$ cat config.mk
export PLATFORM = sky130hd
export DESIGN_NAME = alu_share_arbiter_flat
export DESIGN_NICKNAME = d
export VERILOG_FILES = /design/src/rtl/alu_pkg.sv /design/src/rtl/alu_share_arbiter_if.sv /design/src/rtl/alu_share_arbiter_rr_grant.sv /design/src/rtl/alu_share_arbiter.sv /design/src/flat_wrapper.sv
export SDC_FILE = /design/constraint.sdc
export NUM_CORES = 1
export LEC_CHECK = 0
export BUFFER_PORTS_ARGS = -buffer_cell sky130_fd_sc_hd__buf_4
export CAP_MARGIN = 10
export CORE_MARGIN = 2
export CORE_UTILIZATION = 25
export DETAILED_ROUTE_END_ITERATION = 16
export GPL_ROUTABILITY_DRIVEN = 0
export PLACE_DENSITY = 0.49
export SKIP_CTS_REPAIR_TIMING = 1
export SLEW_MARGIN = 0
export SYNTH_ARGS = -nofsm -noshare
export SYNTH_HDL_FRONTEND = slang
export SYNTH_SLANG_ARGS = --single-unit
$ cat constraint.sdc
create_clock -name clk -period 1.9 [get_ports clk]
set_clock_uncertainty 0.05 [all_clocks]
set_input_delay 0.57 -clock clk [delete_from_list [all_inputs] [get_ports clk]]
set_output_delay 0.57 -clock clk [all_outputs]
set_load 0.005 [all_outputs]
$ cat src/rtl/alu_pkg.sv
// ----------------------------------------------------------------------------
// alu_pkg : ALU op-codes and arbiter state encoding shared by the block.
// Revision: 1.0
// ----------------------------------------------------------------------------
`default_nettype none

package alu_pkg;

  localparam logic [3:0] ALU_AND  = 4'd0;
  localparam logic [3:0] ALU_OR   = 4'd1;
  localparam logic [3:0] ALU_ADD  = 4'd2;
  localparam logic [3:0] ALU_XOR  = 4'd3;
  localparam logic [3:0] ALU_NOR  = 4'd4;
  localparam logic [3:0] ALU_NAND = 4'd5;
  localparam logic [3:0] ALU_SUB  = 4'd6;
  localparam logic [3:0] ALU_SLT  = 4'd7;
  localparam logic [3:0] ALU_SLTU = 4'd8;
  localparam logic [3:0] ALU_SLL  = 4'd12;
  localparam logic [3:0] ALU_SRL  = 4'd13;
  localparam logic [3:0] ALU_SRA  = 4'd15;

  typedef enum logic [1:0] {
    ST_IDLE = 2'd0,
    ST_EXEC = 2'd1,
    ST_RESP = 2'd2
  } arb_state_t;

endpackage

`default_nettype wire

$ cat src/rtl/alu_share_arbiter_if.sv
// ----------------------------------------------------------------------------
// alu_share_arbiter_if : requester-side request/response bundle.
// Revision: 1.0
// ----------------------------------------------------------------------------
`default_nettype none

interface alu_share_arbiter_if #(
  parameter int NUM_REQ = 2,
  parameter int DATA_W  = 32,
  parameter int CTRL_W  = 4
);

  logic [NUM_REQ-1:0]        req_valid;
  logic [NUM_REQ-1:0]        req_ready;
  logic [NUM_REQ*CTRL_W-1:0] req_control;
  logic [NUM_REQ*DATA_W-1:0] req_source_A;
  logic [NUM_REQ*DATA_W-1:0] req_source_B;
  logic [NUM_REQ-1:0]        resp_valid;
  logic [NUM_REQ-1:0]        resp_ready;
  logic [DATA_W-1:0]         resp_result;
  logic                      resp_zero;

  modport master (
    output req_valid, req_control, req_source_A, req_source_B, resp_ready,
    input  req_ready, resp_valid, resp_result, resp_zero
  );

  modport slave (
    input  req_valid, req_control, req_source_A, req_source_B, resp_ready,
    output req_ready, resp_valid, resp_result, resp_zero
  );

endinterface

`default_nettype wire

$ cat src/rtl/alu_share_arbiter_rr_grant.sv
// ----------------------------------------------------------------------------
// rr_grant : combinational round-robin picker, first request at or above ptr.
// Revision: 1.0
// ----------------------------------------------------------------------------
`default_nettype none

module rr_grant #(
  parameter int N     = 2,
  parameter int PTR_W = 1
) (
  input  logic [N-1:0]     i_req,
  input  logic [PTR_W-1:0] i_ptr,
  output logic [N-1:0]     o_grant
);

  logic [PTR_W:0] w_idx;
  logic           w_found;

  always_comb begin
    o_grant = '0;
    w_found = 1'b0;
    w_idx   = '0;
    for (int k = 0; k < N; k++) begin
      // Extra index bit keeps ptr+k from overflowing before the wrap.
      w_idx = {1'b0, i_ptr} + (PTR_W+1)'(k);
      if (w_idx >= (PTR_W+1)'(N)) begin
        w_idx = w_idx - (PTR_W+1)'(N);
      end
      if (!w_found && i_req[w_idx[PTR_W-1:0]]) begin
        o_grant[w_idx[PTR_W-1:0]] = 1'b1;
        w_found                   = 1'b1;
      end
    end
  end

endmodule

`default_nettype wire

$ cat src/rtl/alu_share_arbiter.sv
// ----------------------------------------------------------------------------
// alu_share_arbiter : round-robin sharing of one external ALU between NUM_REQ
// requesters. Optional macro ALU_LOCAL_ZERO_EN derives the zero flag locally.
// Revision: 1.0
// ----------------------------------------------------------------------------
`default_nettype none

module alu_share_arbiter #(
  parameter int NUM_REQ = 2,
  parameter int DATA_W  = 32,
  parameter int CTRL_W  = 4
) (
  input  logic                clk,
  input  logic                rst_n,
  alu_share_arbiter_if.slave  bus,
  output logic [CTRL_W-1:0]   alu_control,
  output logic [DATA_W-1:0]   alu_source_A,
  output logic [DATA_W-1:0]   alu_source_B,
  input  logic [DATA_W-1:0]   alu_result,
  input  logic                alu_zero
);

  import alu_pkg::*;

  localparam int PTR_W = (NUM_REQ > 1) ? $clog2(NUM_REQ) : 1;

  arb_state_t          r_state;
  logic [PTR_W-1:0]    r_rr_ptr;
  logic [PTR_W-1:0]    r_owner;
  logic [CTRL_W-1:0]   r_op_ctrl;
  logic [DATA_W-1:0]   r_op_a;
  logic [DATA_W-1:0]   r_op_b;
  logic [DATA_W-1:0]   r_result;
  logic                r_zero;
  logic [NUM_REQ-1:0]  r_resp_valid;

  logic [NUM_REQ-1:0]  w_grant;
  logic [PTR_W-1:0]    w_gidx;
  logic [PTR_W-1:0]    w_next_ptr;
  logic                w_accept;
  logic                w_zero_in;
  logic [NUM_REQ-1:0]  w_owner_oh;
  logic [CTRL_W-1:0]   w_sel_ctrl;
  logic [DATA_W-1:0]   w_sel_a;
  logic [DATA_W-1:0]   w_sel_b;

  rr_grant #(
    .N     (NUM_REQ),
    .PTR_W (PTR_W)
  ) u_rr_grant (
    .i_req   (bus.req_valid),
    .i_ptr   (r_rr_ptr),
    .o_grant (w_grant)
  );

  always_comb begin
    w_gidx = '0;
    for (int i = 0; i < NUM_REQ; i++) begin
      if (w_grant[i]) begin
        w_gidx = PTR_W'(i);
      end
    end
  end

  assign w_next_ptr = (w_gidx == PTR_W'(NUM_REQ-1)) ? '0 : w_gidx + PTR_W'(1);
  assign w_sel_ctrl = bus.req_control [w_gidx*CTRL_W +: CTRL_W];
  assign w_sel_a    = bus.req_source_A[w_gidx*DATA_W +: DATA_W];
  assign w_sel_b    = bus.req_source_B[w_gidx*DATA_W +: DATA_W];
  assign w_owner_oh = NUM_REQ'(1) << r_owner;

  assign w_accept = (r_state == ST_IDLE) && (|w_grant);

  // Grant is combinational; rst_n gating keeps req_ready low while held in reset.
  assign bus.req_ready = (rst_n && (r_state == ST_IDLE)) ? w_grant : '0;

`ifdef ALU_LOCAL_ZERO_EN
  logic w_unused_alu_zero;
  assign w_unused_alu_zero = alu_zero;
  assign w_zero_in         = (alu_result == '0);
`else
  assign w_zero_in = alu_zero;
`endif

  always_ff @(posedge clk or negedge rst_n) begin
    if (!rst_n) begin
      r_state      <= ST_IDLE;
      r_rr_ptr     <= '0;
      r_owner      <= '0;
      r_op_ctrl    <= '0;
      r_op_a       <= '0;
      r_op_b       <= '0;
      r_result     <= '0;
      r_zero       <= 1'b0;
      r_resp_valid <= '0;
    end else begin
      case (r_state)
        ST_IDLE: begin
          if (w_accept) begin
            r_op_ctrl <= w_sel_ctrl;
            r_op_a    <= w_sel_a;
            r_op_b    <= w_sel_b;
            r_owner   <= w_gidx;
            r_rr_ptr  <= w_next_ptr;
            r_state   <= ST_EXEC;
          end
        end
        ST_EXEC: begin
          r_result     <= alu_result;
          r_zero       <= w_zero_in;
          r_resp_valid <= w_owner_oh;
          r_state      <= ST_RESP;
        end
        ST_RESP: begin
          // Only the owner's resp_ready can retire the response.
          if (bus.resp_ready[r_owner]) begin
            r_resp_valid <= '0;
            r_state      <= ST_IDLE;
          end
        end
        default: begin
          r_resp_valid <= '0;
          r_state      <= ST_IDLE;
        end
      endcase
    end
  end

  assign bus.resp_valid  = r_resp_valid;
  assign bus.resp_result = r_result;
  assign bus.resp_zero   = r_zero;

  assign alu_control  = r_op_ctrl;
  assign alu_source_A = r_op_a;
  assign alu_source_B = r_op_b;

endmodule

`default_nettype wire
$ cat src/flat_wrapper.sv
// flat-port wrapper written by rule: the top's interface ports become plain ports
module alu_share_arbiter_flat import alu_pkg::*;
#(
  parameter int NUM_REQ = 2,
  parameter int DATA_W  = 32,
  parameter int CTRL_W  = 4
)
  (clk, rst_n, alu_control, alu_source_A, alu_source_B, alu_result, alu_zero, bus_req_valid, bus_req_control, bus_req_source_A, bus_req_source_B, bus_resp_ready, bus_req_ready, bus_resp_valid, bus_resp_result, bus_resp_zero);
  alu_share_arbiter_if #(.NUM_REQ(NUM_REQ), .DATA_W(DATA_W), .CTRL_W(CTRL_W)) bus_i ();
  input  logic clk;
  input  logic rst_n;
  output logic [CTRL_W-1:0] alu_control;
  output logic [DATA_W-1:0] alu_source_A;
  output logic [DATA_W-1:0] alu_source_B;
  input  logic [DATA_W-1:0] alu_result;
  input  logic alu_zero;
  input wire logic [$bits(bus_i.req_valid)-1:0] bus_req_valid;
  input wire logic [$bits(bus_i.req_control)-1:0] bus_req_control;
  input wire logic [$bits(bus_i.req_source_A)-1:0] bus_req_source_A;
  input wire logic [$bits(bus_i.req_source_B)-1:0] bus_req_source_B;
  input wire logic [$bits(bus_i.resp_ready)-1:0] bus_resp_ready;
  output wire logic [$bits(bus_i.req_ready)-1:0] bus_req_ready;
  output wire logic [$bits(bus_i.resp_valid)-1:0] bus_resp_valid;
  output wire logic [$bits(bus_i.resp_result)-1:0] bus_resp_result;
  output wire logic [$bits(bus_i.resp_zero)-1:0] bus_resp_zero;
  assign bus_i.req_valid = bus_req_valid;
  assign bus_i.req_control = bus_req_control;
  assign bus_i.req_source_A = bus_req_source_A;
  assign bus_i.req_source_B = bus_req_source_B;
  assign bus_i.resp_ready = bus_resp_ready;
  assign bus_req_ready = bus_i.req_ready;
  assign bus_resp_valid = bus_i.resp_valid;
  assign bus_resp_result = bus_i.resp_result;
  assign bus_resp_zero = bus_i.resp_zero;
  alu_share_arbiter #(.NUM_REQ(NUM_REQ), .DATA_W(DATA_W), .CTRL_W(CTRL_W)) u_core (.clk(clk), .rst_n(rst_n), .bus(bus_i), .alu_control(alu_control), .alu_source_A(alu_source_A), .alu_source_B(alu_source_B), .alu_result(alu_result), .alu_zero(alu_zero));
endmodule
==> Yosys cells after proc, flatten, opt, wreduce, memory -nomap -nowiden <==
Cells that the tools add are included.
{ "op_classes": {"shifts": 4, "bitwise_logic": 2, "n_mux": 22, "addsub": 4, "n_reduce_logical": 11, "n_lt_le_gt_ge": 7, "n_eq_ne": 4} }
{ "op_table": {"columns": ["operator", "count"], "rows": [
  ["$shiftx A64 B7 Y32", 2],
  ["$mux W1", 13],
  ["$pmux W2 S3", 2],
  ["$mux W2", 5],
  ["$shiftx A8 B4 Y4", 1],
  ["$lt A1 B2 Y1 const B", 3],
  ["$reduce_and A2 Y1", 3],
  ["$logic_and A1 B1 Y1", 5],
  ["$ne A2 B1 Y1 const B", 2],
  ["$add A1 B1 Y2 const B", 1],
  ["$demux W1 S1", 2],
  ["$eq A2 B1 Y1 const B", 1],
  ["$eq A2 B2 Y1 const B", 1],
  ["$ge A1 B1 Y1 const B", 2],
  ["$ge A1 B2 Y1 const B", 1],
  ["$ge A2 B2 Y1 const B", 1],
  ["$logic_not A2 Y1", 1],
  ["$or A2 B2 Y2", 1],
  ["$reduce_or A2 Y1", 1],
  ["$shl A1 B1 Y2 const A", 1],
  ["$sub A1 B1 Y1 const B", 2],
  ["$add A1 B1 Y1 const B", 1],
  ["$logic_not A1 Y1", 1],
  ["$not A1 Y1", 1]
]} }
{ "word_totals": {"wordCells": 63, "reg_bits": 107} }

==> Logic depth before layout (Yosys ltp) <==
Gate-level depths: netlist of run 1.
{ "depth": {"word_depth": 13, "ltp_mapped": 5, "mapped_depth_nobuf": 3} }

==> Hierarchy <==
From an unflattened synthesis of run 1, not the netlist that was laid out.
{ "hier_totals": {"hier_cells": 326, "hier_area_um2": 4545.6} }
{ "modules_own_cells": {"columns": ["mod", "cells_per_inst", "area_each_um2", "instances", "seq_area_each_um2"], "rows": [
  ["alu_share_arbiter", 323, 4526.8, 1, 2677.6],
  ["rr_grant", 3, 18.8, 1, 0.0]
]} }

==> Least setup slack after synthesis of run 1 <==
No wires, ideal clock.
{ "synth_timing": {"kind": "input-to-output", "startpoint": "input bus_req_valid[0]", "endpoint": "output bus_req_ready[1]", "required_ns": 1.280, "path_buffers": 2, "arrival_ns": 1.258, "path_stages": 5, "setup_slack_ns": 0.022, "cell_sequence": "nand2b_1 and3_1 clkbuf_1 buf_2 and2_1"} }
{ "synth_between": {"elab_chain_cells": 7, "word_cells_on_any_way": 11} }
{ "synth_rtl": {"columns": ["element", "line", "source"], "rows": [
  ["start: declaration", "flat_wrapper.sv:17", "input wire logic [$bits(bus_i.req_valid)-1:0] bus_req_valid;"],
  ["$mux W1 (implied by the code) (2 in series)", "alu_share_arbiter_rr_grant.sv:29", "if (!w_found && i_req[w_idx[PTR_W-1:0]]) begin"],
  ["$mux W1", "alu_share_arbiter_rr_grant.sv:29", null],
  ["$logic_not A1 Y1", "alu_share_arbiter_rr_grant.sv:29", null],
  ["$logic_and A1 B1 Y1", "alu_share_arbiter_rr_grant.sv:29", null],
  ["$mux W2 (*)", "alu_share_arbiter_rr_grant.sv:29", null],
  ["$mux W2 (*)", "alu_share_arbiter.sv:74", "assign bus.req_ready = (rst_n && (r_state == ST_IDLE)) ? w_grant : '0;"],
  ["end: declaration", "flat_wrapper.sv:22", "output wire logic [$bits(bus_i.req_ready)-1:0] bus_req_ready;"]
]} }
Mark *: on every way between the ends. The rest lies on a longest branch, timed or not. The select of a mux whose other input is x is not followed.

==> Worst setup path after layout of run 1 <==
{ "layout_timing": {"startpoint": "register u_core.r_state[0]", "endpoint": "output bus_req_ready[0]"} }
{ "layout_between": {"elab_chain_cells": 3} }
{ "layout_rtl": {"columns": ["element", "line", "source"], "rows": [
  ["start: declaration", "alu_share_arbiter.sv:27", "arb_state_t r_state;"],
  ["start signal: assignment", "alu_share_arbiter.sv:86", "r_state <= ST_IDLE;"],
  ["start signal: assignment", "alu_share_arbiter.sv:104", "r_state <= ST_EXEC;"],
  ["start signal: assignment", "alu_share_arbiter.sv:111", "r_state <= ST_RESP;"],
  ["$logic_not A2 Y1", "alu_share_arbiter.sv:74", null],
  ["$logic_and A1 B1 Y1", "alu_share_arbiter.sv:74", null],
  ["$mux W2", "alu_share_arbiter.sv:74", null]
]} }
No other way between the ends.

==> summary.md, run 1 <==
| Metric | Value |
|---|---|
| Drt pass-1 iters | `4` |
| Port-buffer cells | `279` |
| Share of layout cells above drive strength 1 | `between 50% and 60%` |
| Finished Layout Cells | `835` |
| Cell Area, Synth | `between 0.004 and 0.005 mm^2` |
| DIE WIDTH | `around 140 um` |
| GRT Resource Usage Total | `between 10% and 20%` |
| DR vias | `around 4,000` |
| DP HPWL | `approximately 11,000 um` |
| Initial core utilization | `between 20% and 30%` |
| Worst slew margin | `slightly below 50%` |
| CTS tree | `done` |
| CP Data Arrival Time | `about 1.3 ns` |
| CTS buffer count | `9` |
| Worst EP required | `roughly 1.3 ns` |
| Synth area leader | `dfrtp_1` |
| Die Span Y | `140 um` |
| Reg2Reg Setup Slack | `roughly 0.11 ns` |
| LEAKAGE | `3.48 nW` |
| Worst vdd ir | `1040 uV` |
| Hold Path Class | `primary input to asynchronous set/reset pin` |
| Cell count of the worst reg-to-reg path | `4` |
| RSZ-0062 raised after global routing | `true` |
| Worst setup margin | `-0.0508 ns` |
| Worst slew pin tran | `0.780 ns` |
| Setup TNS | `-0.0931 ns` |
| Netlist cell types | `21` |
| CP Class | `flip-flop to output port` |
| Routed vias/inst | `roughly 4.8` |
| Yosys Warn Count | `0` |
| Final Util | `40.3%` |
| Vias in the first global route | `around 4,200` |
| Number of instances in the placed design | `between 800 and 900` |
| Drt total wl | `roughly 15,000 um` |
| WHS | `around 0.29 ns` |
| Synthesized Nets | `just over 500` |
| Max_cap viols | `0` |
| Initial DRC count | `about 190` |
| Most frequent cells in the layout | `285 x buf_4, 105 x dfrtp_1, 68 x o21a_1, 68 x a221o_1, 33 x mux2_2` |
| Most common cell after layout, fill and taps aside | `buf_4` |
| Largest net degree at the start of global routing | `around 110` |
| Reg clk slew, reported paths | `0.07 ns` |
| Clock latency at the later pin of the worst-skew pair | `roughly 0.35 ns` |
| Outcome | `finished, violations left` |
| Antenna Diode Count | `0` |
| DIE AREA | `between 0.015 and 0.02 mm^2` |
| WL/cell | `18.5 um` |
| First-pass GRT wire length | `23,500 um` |
| Seq/Total Area, Yosys | `57.6%` |
| Final period util | `103%` |
| Critical path startpoint category | `flip-flop` |
| CP max FO | `4` |
| Final setup violation count | `2` |
| CTS max path bufs | `2` |
| Root buf cell | `clkbuf_16` |
| Achievable Freq | `513 MHz` |
| Critical Path Sink Type | `output port` |
| Post-Syn Area per Cell | `about 14 um^2` |
| Violated checks | `negative setup slack` |
| Clock Sink Count | `between 100 and 150` |
| CTS H-tree lvls | `3` |
| Register bit total from synthesis | `between 100 and 150` |
| Worst R2R End | `u_core.alu_source_B[20]$_DFFE_PN0P_` |
| FP Rows | `around 50` |
| Reg2Reg Launch Point | `u_core.r_state[0]$_DFFE_PN0P_` |
| Pwr Density | `around 1600 mW/mm^2` |
| Area growth syn-to-layout | `56.9%` |
| Synth top area cells | `dfrtp_1 58%, a221o_1 15%, o21a_1 11%` |
| Final Slew Violations | `0` |
| Proportion of netlist area held by the largest area contributor | `57.6%` |
| Initial antenna violation count | `1` |
| Top-level I/O count | `280` |
| DRC | `0` |
| Core ar. | `about 0.018 mm^2` |
| Crit path time final | `a little under 2 ns` |
| Cells after Synth | `333` |
| Routed Antenna Nets | `0` |
| Final Hold Fails | `0` |
| Final nets | `just under 800` |
| Gr ovfl total | `0` |
worst max-delay path by stage:
stage                                        from  slack (ns)                             endpoint
global route        u_core.r_state[0]$_DFFE_PN0P_       -0.11                     bus_req_ready[0]
global placement                 bus_req_valid[0]       -0.05  u_core.alu_source_B[20]$_DFFE_PN0P_
finish              u_core.r_state[0]$_DFFE_PN0P_       -0.05                     bus_req_ready[0]
CTS                 u_core.r_state[1]$_DFFE_PN0P_       -0.22                     bus_req_ready[0]
detailed placement               bus_req_valid[0]       -0.09  u_core.alu_source_B[20]$_DFFE_PN0P_
floorplan                        bus_req_valid[0]        0.02                     bus_req_ready[1]
power breakdown:
part           switching [mW]  internal (mW)  total [mW]
registers               0.666           3.42        4.09
logic                    2.12           3.29        5.41
clock network           0.878           1.17        2.04
total                    3.66           7.88        11.5
state kept, by name, indices dropped and copies added (netlist names):
register                count
u_core.r_state              2
u_core.alu_control          4
u_core.alu_source_A        32
u_core.alu_source_B        32
u_core.bus.resp_valid       2
u_core.bus.resp_result     32
u_core.r_rr_ptr             1
u_core.r_owner              1
u_core.bus.resp_zero        1
layer usage:
metal	wire length, um	GRT usage (%)
met1	6110	18.3
met2	7970	26.2
met4	170	4.36
met3	1200	4.55
met5	13	0
Yosys cell counts:
library cell    n
or2_1           1
buf_6          16
a221o_1        68
o21a_1         68
o2bb2ai_1       2
nor2_1          3
buf_2          11
nand2_1         1
inv_1           1
dfrtp_1       107
clkbuf_1        8
o21ai_0         1
mux2_2         33
nor2b_1         1
o21bai_1        1
and2_1          2
nand2b_1        3
mux2i_1         2
and3_1          2
a211oi_1        1
a21bo_2         1
metrics by stage:
step / setup slack (ns) / total power [mW] / cell area (um^2)
2_1_floorplan: 0.0221 / 7.01 / 4650
3_3_place_gp: -0.0528 / 9.40 / 6910
3_5_place_dp: -0.0919 / 9.52 / 6910
4_1_cts: -0.223 / 11.6 / 7230
5_1_grt: -0.107 / 12.3 / 7290
6_report: -0.0508 / 11.5 / 7290
area by class of cell:
class	count	area, um^2
Clock buffer	11	233
Clock inverter	5	85.1
Fill cell	1712	10800
Inverter	1	3.75
Multi-Input combinational cell	190	1740
Sequential cell	107	2680
Tap cell	229	287
Timing Repair Buffer	292	2260
critical path: stages, from the launching register on:
cell and delay (ns):
dfrtp_2 0.44, nor2_4 0.13, and3_4 0.20, and2_4 0.13, buf_6 0.08
cell families (layout without fill, tap and decap cells):
| logic type | count (synthesis) | in the layout | synth area share (%) |
|---|---|---|---|
| buffers and inverters | 36 | 309 | 5.79 |
| flip-flops | 107 | 107 | 57.6 |
| AO/OA/AOI/OAI | 142 | 142 | 26.6 |
| AND/OR/NAND/NOR | 13 | 13 | 1.53 |
| multiplexers | 35 | 35 | 8.43 |
Note: power is estimated with default switching activity, not from simulation.
==> run 2, diff against run 1 <==
--- a/config.mk
+++ b/config.mk
@@ -5,6 +5,7 @@
 export SDC_FILE = /design/constraint.sdc
 export NUM_CORES = 1
 export LEC_CHECK = 0
+export ABC_AREA = 1
 export BUFFER_PORTS_ARGS = -buffer_cell sky130_fd_sc_hd__buf_4
 export CAP_MARGIN = 10
 export CORE_MARGIN = 2
==> summary.md, run 2 <==
| Metric | Value |
|---|---|
| Outcome | `finished, violations left (unchanged)` |
| Violated checks | `negative setup slack (unchanged)` |
| Synthesized Nets | `735 (was 508)` |
| Design area | `0.00750 mm^2 (was 0.00729 mm^2)` |
| Proportion of netlist area held by the largest area contributor | `55.9% (was 57.6%)` |
| Routed vias/inst | `4.79 (about the same)` |
| Critical path startpoint category | `flip-flop (unchanged)` |
| Netlist cell types | `16 (was 21)` |
| LEAKAGE | `3.88 nW (was 3.48 nW)` |
| FP Rows | `50 (was 49)` |
| Critical-path top delay cell | `dfrtp_1 (was dfrtp_2)` |
| Top-level I/O count | `280 (unchanged)` |
| Core ar. | `0.0188 mm^2 (was 0.0181 mm^2)` |
| Worst setup margin | `-0.00673 ns (was -0.0508 ns)` |
| M1 GR Usage | `20.2% (was 18.3%)` |
| Grt met3 use | `3.87% (was 4.55%)` |
| Final setup violation count | `1 (was 2)` |
| Crit path buf inv count | `1 (unchanged)` |
| Root buf cell | `clkbuf_16 (unchanged)` |
| CP Data Arrival Time | `1.29 ns (was 1.33 ns)` |
| CTS buffer count | `9 (unchanged)` |
| Final Slew Violations | `0 (unchanged)` |
| Largest net degree at the start of global routing | `108 (unchanged)` |
| Initial antenna violation count | `0 (was 1)` |
| Main combinational cell family by area after synthesis | `simple AND/OR/NAND/NOR gates (was compound AO/OA/AOI/OAI gates)` |
| DIE AREA | `0.0203 mm^2 (was 0.0197 mm^2)` |
| Count leader, synth | `nand2_1 (was dfrtp_1)` |
| Hold Path Class | `primary input to asynchronous set/reset pin (unchanged)` |
| Clock Sink Count | `107 (unchanged)` |
| Complex-gate fraction of the synthesized area | `0.574% (was 26.6%)` |
| Crit path largest cell delay | `0.42 ns (was 0.44 ns)` |
| Most common flop cell mapped by yosys | `dfrtp_1 (unchanged)` |
| Worst-path cell chain | `nor2_4 -> nand3_4 -> nor2_4 -> buf_4 (was nor2_4 -> and3_4 -> and2_4 -> buf_6)` |
| Post-Syn Area per Cell | `8.56 um^2 (was 14.0 um^2)` |
| Reg clk slew, reported paths | `0.07 ns (about the same)` |
| CTS tree | `done (unchanged)` |
| Number of flops mapped to enable cells by yosys | `0 (unchanged)` |
| RSZ-0062 raised after global routing | `true (unchanged)` |
| Antenna Diode Count | `0 (unchanged)` |
| Die Span Y | `142 um (was 140 um)` |
| WL/cell | `16.9 um (was 18.5 um)` |
| Drt total wl | `17,900 um (was 15,500 um)` |
| CTS max path bufs | `2 (unchanged)` |
| Synth cell count leaders | `181 x nand2_1, 138 x nand3_1, 107 x dfrtp_1, 68 x nand4_1, 31 x buf_2 (was 107 x dfrtp_1, 68 x a221o_1, 68 x o21a_1, 33 x mux2_2, 16 x buf_6)` |
| DR vias | `5,046 (was 4,002)` |
| Worst slew margin | `48.5% (was 48.0%)` |
| Synth Area in Adders | `0% (unchanged)` |
| Synth top area cells | `dfrtp_1 56%, nand3_1 14%, nand2_1 14% (was dfrtp_1 58%, a221o_1 15%, o21a_1 11%)` |
| DRC | `0 (unchanged)` |
| Register bit total from synthesis | `107 (unchanged)` |
| Yosys Warn Count | `0 (unchanged)` |
| Initial DRC count | `281 (was 186)` |
| Final nets | `990 (was 776)` |
| Final period util | `100% (was 103%)` |
| Area growth syn-to-layout | `56.5% (was 56.9%)` |
| FILL cells | `1,935 (was 1,712)` |
| Final Util | `40.0% (was 40.3%)` |
| DP HPWL | `12,400 um (was 10,800 um)` |
| Max_cap viols | `0 (unchanged)` |
| CTS H-tree lvls | `3 (unchanged)` |
| Worst slew pin tran | `0.772 ns (was 0.780 ns)` |
| Xor/xnor share of the synthesized area | `0% (unchanged)` |
| Mux contribution to synthesized area | `0% (was 8.43%)` |
| Crit path time final | `1.91 ns (was 1.95 ns)` |
| Cell Area, Synth | `0.00479 mm^2 (was 0.00465 mm^2)` |
| First-pass GRT wire length | `27,300 um (was 23,500 um)` |
| Routed Antenna Nets | `0 (unchanged)` |
| Crit path max-delay family | `flip-flops (was simple AND/OR/NAND/NOR gates)` |
| Worst EP required | `1.28 ns (about the same)` |
| Achievable Freq | `524 MHz (was 513 MHz)` |
| Most common cell after layout, fill and taps aside | `buf_4 (unchanged)` |
| Port-buffer cells | `279 (unchanged)` |
| Pwr Density | `1550 mW/mm^2 (was 1580 mW/mm^2)` |
| Final Hold Fails | `0 (unchanged)` |
| Drt pass-1 iters | `4 (unchanged)` |
| Clock latency at the later pin of the worst-skew pair | `0.34 ns (was 0.35 ns)` |
| Synth async-reset ratio | `100% (unchanged)` |
| GR Util met2 | `30.3% (was 26.2%)` |
| DIE WIDTH | `142 um (was 140 um)` |
| Initial core utilization | `25.5% (was 25.7%)` |
| Seq/Total Area, Yosys | `55.9% (was 57.6%)` |
| CP Class | `flip-flop to output port (unchanged)` |
| Placed cell area | `0.00712 mm^2 (was 0.00691 mm^2)` |
| Critical Path Sink Type | `output port (unchanged)` |
| Share of layout cells above drive strength 1 | `39.0% (was 57.9%)` |
| Top Usage Layer GRT | `met2 (unchanged)` |
| CP max FO | `5 (was 4)` |
| Vias in the first global route | `5,191 (was 4,191)` |
| Post-Synth Simple-Gate Area | `37.8% (was 1.53%)` |
| Synth area leader | `dfrtp_1 (unchanged)` |
| GRT Resource Usage Total | `17.2% (was 15.2%)` |
| Most Frequent Cell on Critical Path | `nor2_4` |
| Worst vdd ir | `593 uV (was 1040 uV)` |
| Gr ovfl total | `0 (unchanged)` |
| Cells after Synth | `560 (was 333)` |
| Most frequent cells in the layout | `288 x buf_4, 179 x nand2_1, 137 x nand3_1 (was 285 x buf_4, 105 x dfrtp_1, 68 x o21a_1, 68 x a221o_1, 33 x mux2_2)` |
## run 2: worst paths after layout
kind | depth (start not counted) | start | end | slack [ns]
worst max-delay path | 4 | u_core.r_state[0]$_DFFE_PN0P_ | bus_req_ready[0] | -0.007
worst min-delay path | 2 | rst_n | u_core.bus.resp_result[6]$_DFFE_PN0N_ | 0.22
worst max register to register | 5 | u_core.r_rr_ptr$_DFFE_PN0P_ | u_core.alu_source_A[2]$_DFFE_PN0P_ | 0.20
worst min register to register | 2 | u_core.bus.resp_result[17]$_DFFE_PN0N_ | u_core.bus.resp_result[17]$_DFFE_PN0N_ | 0.43
max in group asynchronous | 2 | rst_n | u_core.alu_source_A[15]$_DFFE_PN0P_ | 1.06
min in group clk | 3 | alu_result[24] | u_core.bus.resp_result[24]$_DFFE_PN0N_ | 0.36
## run 2: area by class of cell
type / instances / area (um^2) / area share, %
multi-input combinational: 395 / 1890 / 25.2
tap: 234 / 293 / 3.90
clock inverter: 5 / 86.3 / 1.15
timing repair buffer: 294 / 2280 / 30.4
inverter: 8 / 30.0 / 0.400
sequential: 107 / 2680 / 35.7
clock buffer: 11 / 243 / 3.24
## run 2: stage by stage
stage | std cells | setup slack [ns] | power, mW | hold WS (ns) | setup TNS [ns]
floorplan | 560 | 0.0249 | 6.65 | 0.224 | 0
global placement | 1035 | -0.000735 | 9.44 | 0.411 | -0.000735
detailed placement | 1035 | -0.0299 | 9.55 | 0.416 | -0.361
CTS | 1051 | -0.223 | 11.7 | 0.279 | -0.368
global route | 1054 | -0.0864 | 12.5 | 0.308 | -0.161
finish | 1054 | -0.00673 | 11.6 | 0.222 | -0.00673
## run 2: kinds of logic after synthesis
group | after synthesis
AOI/OAI and AO/OA | 4
and+or+nand+nor | 391
DFF | 107
buffers and inverters | 58
## run 2: power by group
part	internal, mW	switching, mW
Sequential	3.40	0.636
Combinational	2.59	2.88
Clock	1.20	0.879
Total	7.19	4.40
## run 2: layer usage
layer | wire (um) | up-vias
met5 | 0 | -
met4 | 415 | 0
met3 | 1360 | 29
met2 | 9060 | 202
met1 | 7030 | 2388
li1 | - | 2427
==> run 3, diff against run 2 <==
--- a/config.mk
+++ b/config.mk
@@ -8,11 +8,9 @@
 export ABC_AREA = 1
 export BUFFER_PORTS_ARGS = -buffer_cell sky130_fd_sc_hd__buf_4
 export CAP_MARGIN = 10
-export CORE_MARGIN = 2
 export CORE_UTILIZATION = 25
 export DETAILED_ROUTE_END_ITERATION = 16
 export GPL_ROUTABILITY_DRIVEN = 0
-export PLACE_DENSITY = 0.49
 export SKIP_CTS_REPAIR_TIMING = 1
 export SLEW_MARGIN = 0
 export SYNTH_ARGS = -nofsm -noshare
==> summary.md, run 3 (synthesis results as in run 2) <==
| Metric | Value |
|---|---|
| Outcome | `finished, violations left (unchanged)` |
| Violated checks | `negative setup slack (unchanged)` |
| Critical path startpoint category | `flip-flop (unchanged)` |
| Worst setup margin | `-0.0190 ns (was -0.00673 ns)` |
| Clock Sink Count | `107 (unchanged)` |
| Vias in the first global route | `4,924 (was 5,191)` |
| Clock share of power | `17.4% (was 17.9%)` |
| Pwr Total | `11.5 mW (was 11.6 mW)` |
| Final Slew Violations | `0 (unchanged)` |
| CP Class | `flip-flop to output port (unchanged)` |
| Dpl ws | `0.115 ns (was -0.0299 ns)` |
| Largest net degree at the start of global routing | `108 (unchanged)` |
| Final Util | `39.9% (was 40.0%)` |
| Initial antenna violation count | `0 (unchanged)` |
| DRC | `0 (unchanged)` |
| Final setup violation count | `2 (was 1)` |
| P_sw | `4.40 mW (about the same)` |
| Crit path max-delay family | `flip-flops (unchanged)` |
| CTS tree | `done (unchanged)` |
| Area growth syn-to-layout | `56.3% (was 56.5%)` |
| Hold Path Class | `primary input to asynchronous set/reset pin (unchanged)` |
| Root buf cell | `clkbuf_16 (unchanged)` |
| Final Hold Fails | `0 (unchanged)` |
| Initial core utilization | `25.5% (unchanged)` |
| Share of layout cells above drive strength 1 | `39.0% (about the same)` |
| Antenna Diode Count | `0 (unchanged)` |
| CTS max path bufs | `2 (unchanged)` |
| Gr ovfl total | `0 (unchanged)` |
| Placed cell area | `0.00716 mm^2 (was 0.00712 mm^2)` |
| Reg clk slew, reported paths | `0.08 ns (was 0.07 ns)` |
| WHS | `0.275 ns (was 0.222 ns)` |
| Die Span Y | `140 um (was 142 um)` |
| Critical Path Sink Type | `output port (unchanged)` |
| WL/cell | `15.8 um (was 16.9 um)` |
| Routed vias/inst | `4.74 (was 4.79)` |
| DIE AREA | `0.0197 mm^2 (was 0.0203 mm^2)` |
| Multi-input gate area | `0.00187 mm^2 (was 0.00189 mm^2)` |
| Crit path buf inv count | `1 (unchanged)` |
| First-pass GRT wire length | `26,100 um (was 27,300 um)` |
| Number of instances in the placed design | `1,037 (was 1,035)` |
| Drt pass-1 iters | `4 (unchanged)` |
| Port-buffer cells | `279 (unchanged)` |
| Critical-path top delay cell | `dfrtp_2 (was dfrtp_1)` |
| Setup TNS | `-0.0324 ns (was -0.00673 ns)` |
| Routed Antenna Nets | `0 (unchanged)` |
| Internal power | `7.08 mW (was 7.19 mW)` |
| Seq pwr share | `35.1% (was 34.8%)` |
| Design area | `0.00749 mm^2 (was 0.00750 mm^2)` |
| Power share of the combinational group | `47.5% (was 47.2%)` |
| RSZ-0062 raised after global routing | `true (unchanged)` |
| FP Rows | `50 (unchanged)` |
| GRT Resource Usage Total | `16.9% (was 17.2%)` |
| Most frequent cells in the layout | `287 x buf_4, 180 x nand2_1, 137 x nand3_1 (was 288 x buf_4, 179 x nand2_1, 137 x nand3_1)` |
| Top-level I/O count | `280 (unchanged)` |
| Crit path largest cell delay | `0.43 ns (was 0.42 ns)` |
| Worst slew margin | `59.7% (was 48.5%)` |
| DIE WIDTH | `140 um (was 142 um)` |
| Clock latency at the later pin of the worst-skew pair | `0.35 ns (was 0.34 ns)` |
| Crit path time final | `1.92 ns (was 1.91 ns)` |
| Initial DRC count | `267 (was 281)` |
| DR vias | `5,003 (was 5,046)` |
| Worst-path cell chain | `nor2_4 -> nand3_2 -> nor2_1 -> buf_4 (was nor2_4 -> nand3_4 -> nor2_4 -> buf_4)` |
| Worst slew pin tran | `0.605 ns (was 0.772 ns)` |
| Achievable Freq | `521 MHz (was 524 MHz)` |
| CP max FO | `4 (was 5)` |
| CTS H-tree lvls | `3 (unchanged)` |
| Worst vdd ir | `612 uV (was 593 uV)` |
| DP HPWL | `11,300 um (was 12,400 um)` |
| Net Sw Frac | `38.3% (was 37.9%)` |
| Core ar. | `0.0188 mm^2 (unchanged)` |
| FILL cells | `1,921 (was 1,935)` |
| FF+latch area | `0.00268 mm^2 (about the same)` |
| CTS buffer count | `9 (unchanged)` |
| Most common cell after layout, fill and taps aside | `buf_4 (unchanged)` |
| CP Data Arrival Time | `1.30 ns (was 1.29 ns)` |
| Max_cap viols | `0 (unchanged)` |
| Worst EP required | `1.28 ns (about the same)` |
| Pwr Density | `1530 mW/mm^2 (was 1550 mW/mm^2)` |
| Drt total wl | `16,700 um (was 17,900 um)` |
| LEAKAGE | `3.88 nW (about the same)` |
| Final period util | `101% (was 100%)` |
| Final nets | `991 (was 990)` |
| Finished Layout Cells | `1,055 (was 1,054)` |
[run 3: cell types whose count changed in the layout (fill, tap and decap cells not counted), moves of 2 or more]
| cell | previous run | this run |
|---|---|---|
| nor2_1 | 1 | 3 |
| clkinv_4 | 3 | 1 |
| buf_12 | 6 | 8 |
| inv_8 | 0 | 2 |
[run 3: power groups by stage]
stage                     Clock [mW]  Combinational [mW]  Sequential (mW)
after detailed placement           0                5.52             4.05
after global routing            2.15                6.06             4.17
after global placement             0                5.47             4.04
after floorplan                    0                2.56             4.09
after CTS                       2.07                5.50             4.04
final                           1.99                5.45             4.03
[run 3: cell type report]
| class | count | area share (%) |
|---|---|---|
| clock buffers | 9 | 3.01 |
| well taps | 234 | 3.91 |
| inverters | 8 | 0.401 |
| multi-input cells | 395 | 24.9 |
| repair buffers | 295 | 30.9 |
| clock inverters | 7 | 1.10 |
| flip-flops and latches | 107 | 35.8 |
[run 3: worst register-to-register path, cell delays in order, from the launching register on]
cell,delay (ns)
dfrtp_2,0.43
nor2_4,0.19
buf_12,0.28
o21ai_4,0.12
buf_12,0.19
nand2_1,0.12
nand3_1,0.08
[run 3: path summary, 6_finish.rpt]
kind | startpoint | end | slack (ns) | cells past startpoint
worst max-delay path | u_core.r_state[0]$_DFFE_PN0P_ | bus_req_ready[0] | -0.02 | 4
worst min-delay path | rst_n | u_core.alu_source_A[7]$_DFFE_PN0P_ | 0.28 | 2
worst max register to register | u_core.r_state[0]$_DFFE_PN0P_ | u_core.alu_source_A[31]$_DFFE_PN0P_ | 0.33 | 6
worst min register to register | u_core.bus.resp_valid[0]$_DFFE_PN0P_ | u_core.bus.resp_valid[0]$_DFFE_PN0P_ | 0.42 | 2
max in group asynchronous | rst_n | u_core.r_state[0]$_DFFE_PN0P_ | 1.08 | 2
min in group clk | alu_result[26] | u_core.bus.resp_result[26]$_DFFE_PN0N_ | 0.35 | 3
[run 3: routing by layer]
layer  vias to the layer above  routed length (um)  track usage, %
li1                       2432                   -               -
met1                      2373                7090            21.4
met2                       178                8290            28.1
met3                        20                 969            3.35
met4                         0                 373            6.92
met5                         -                   0               0
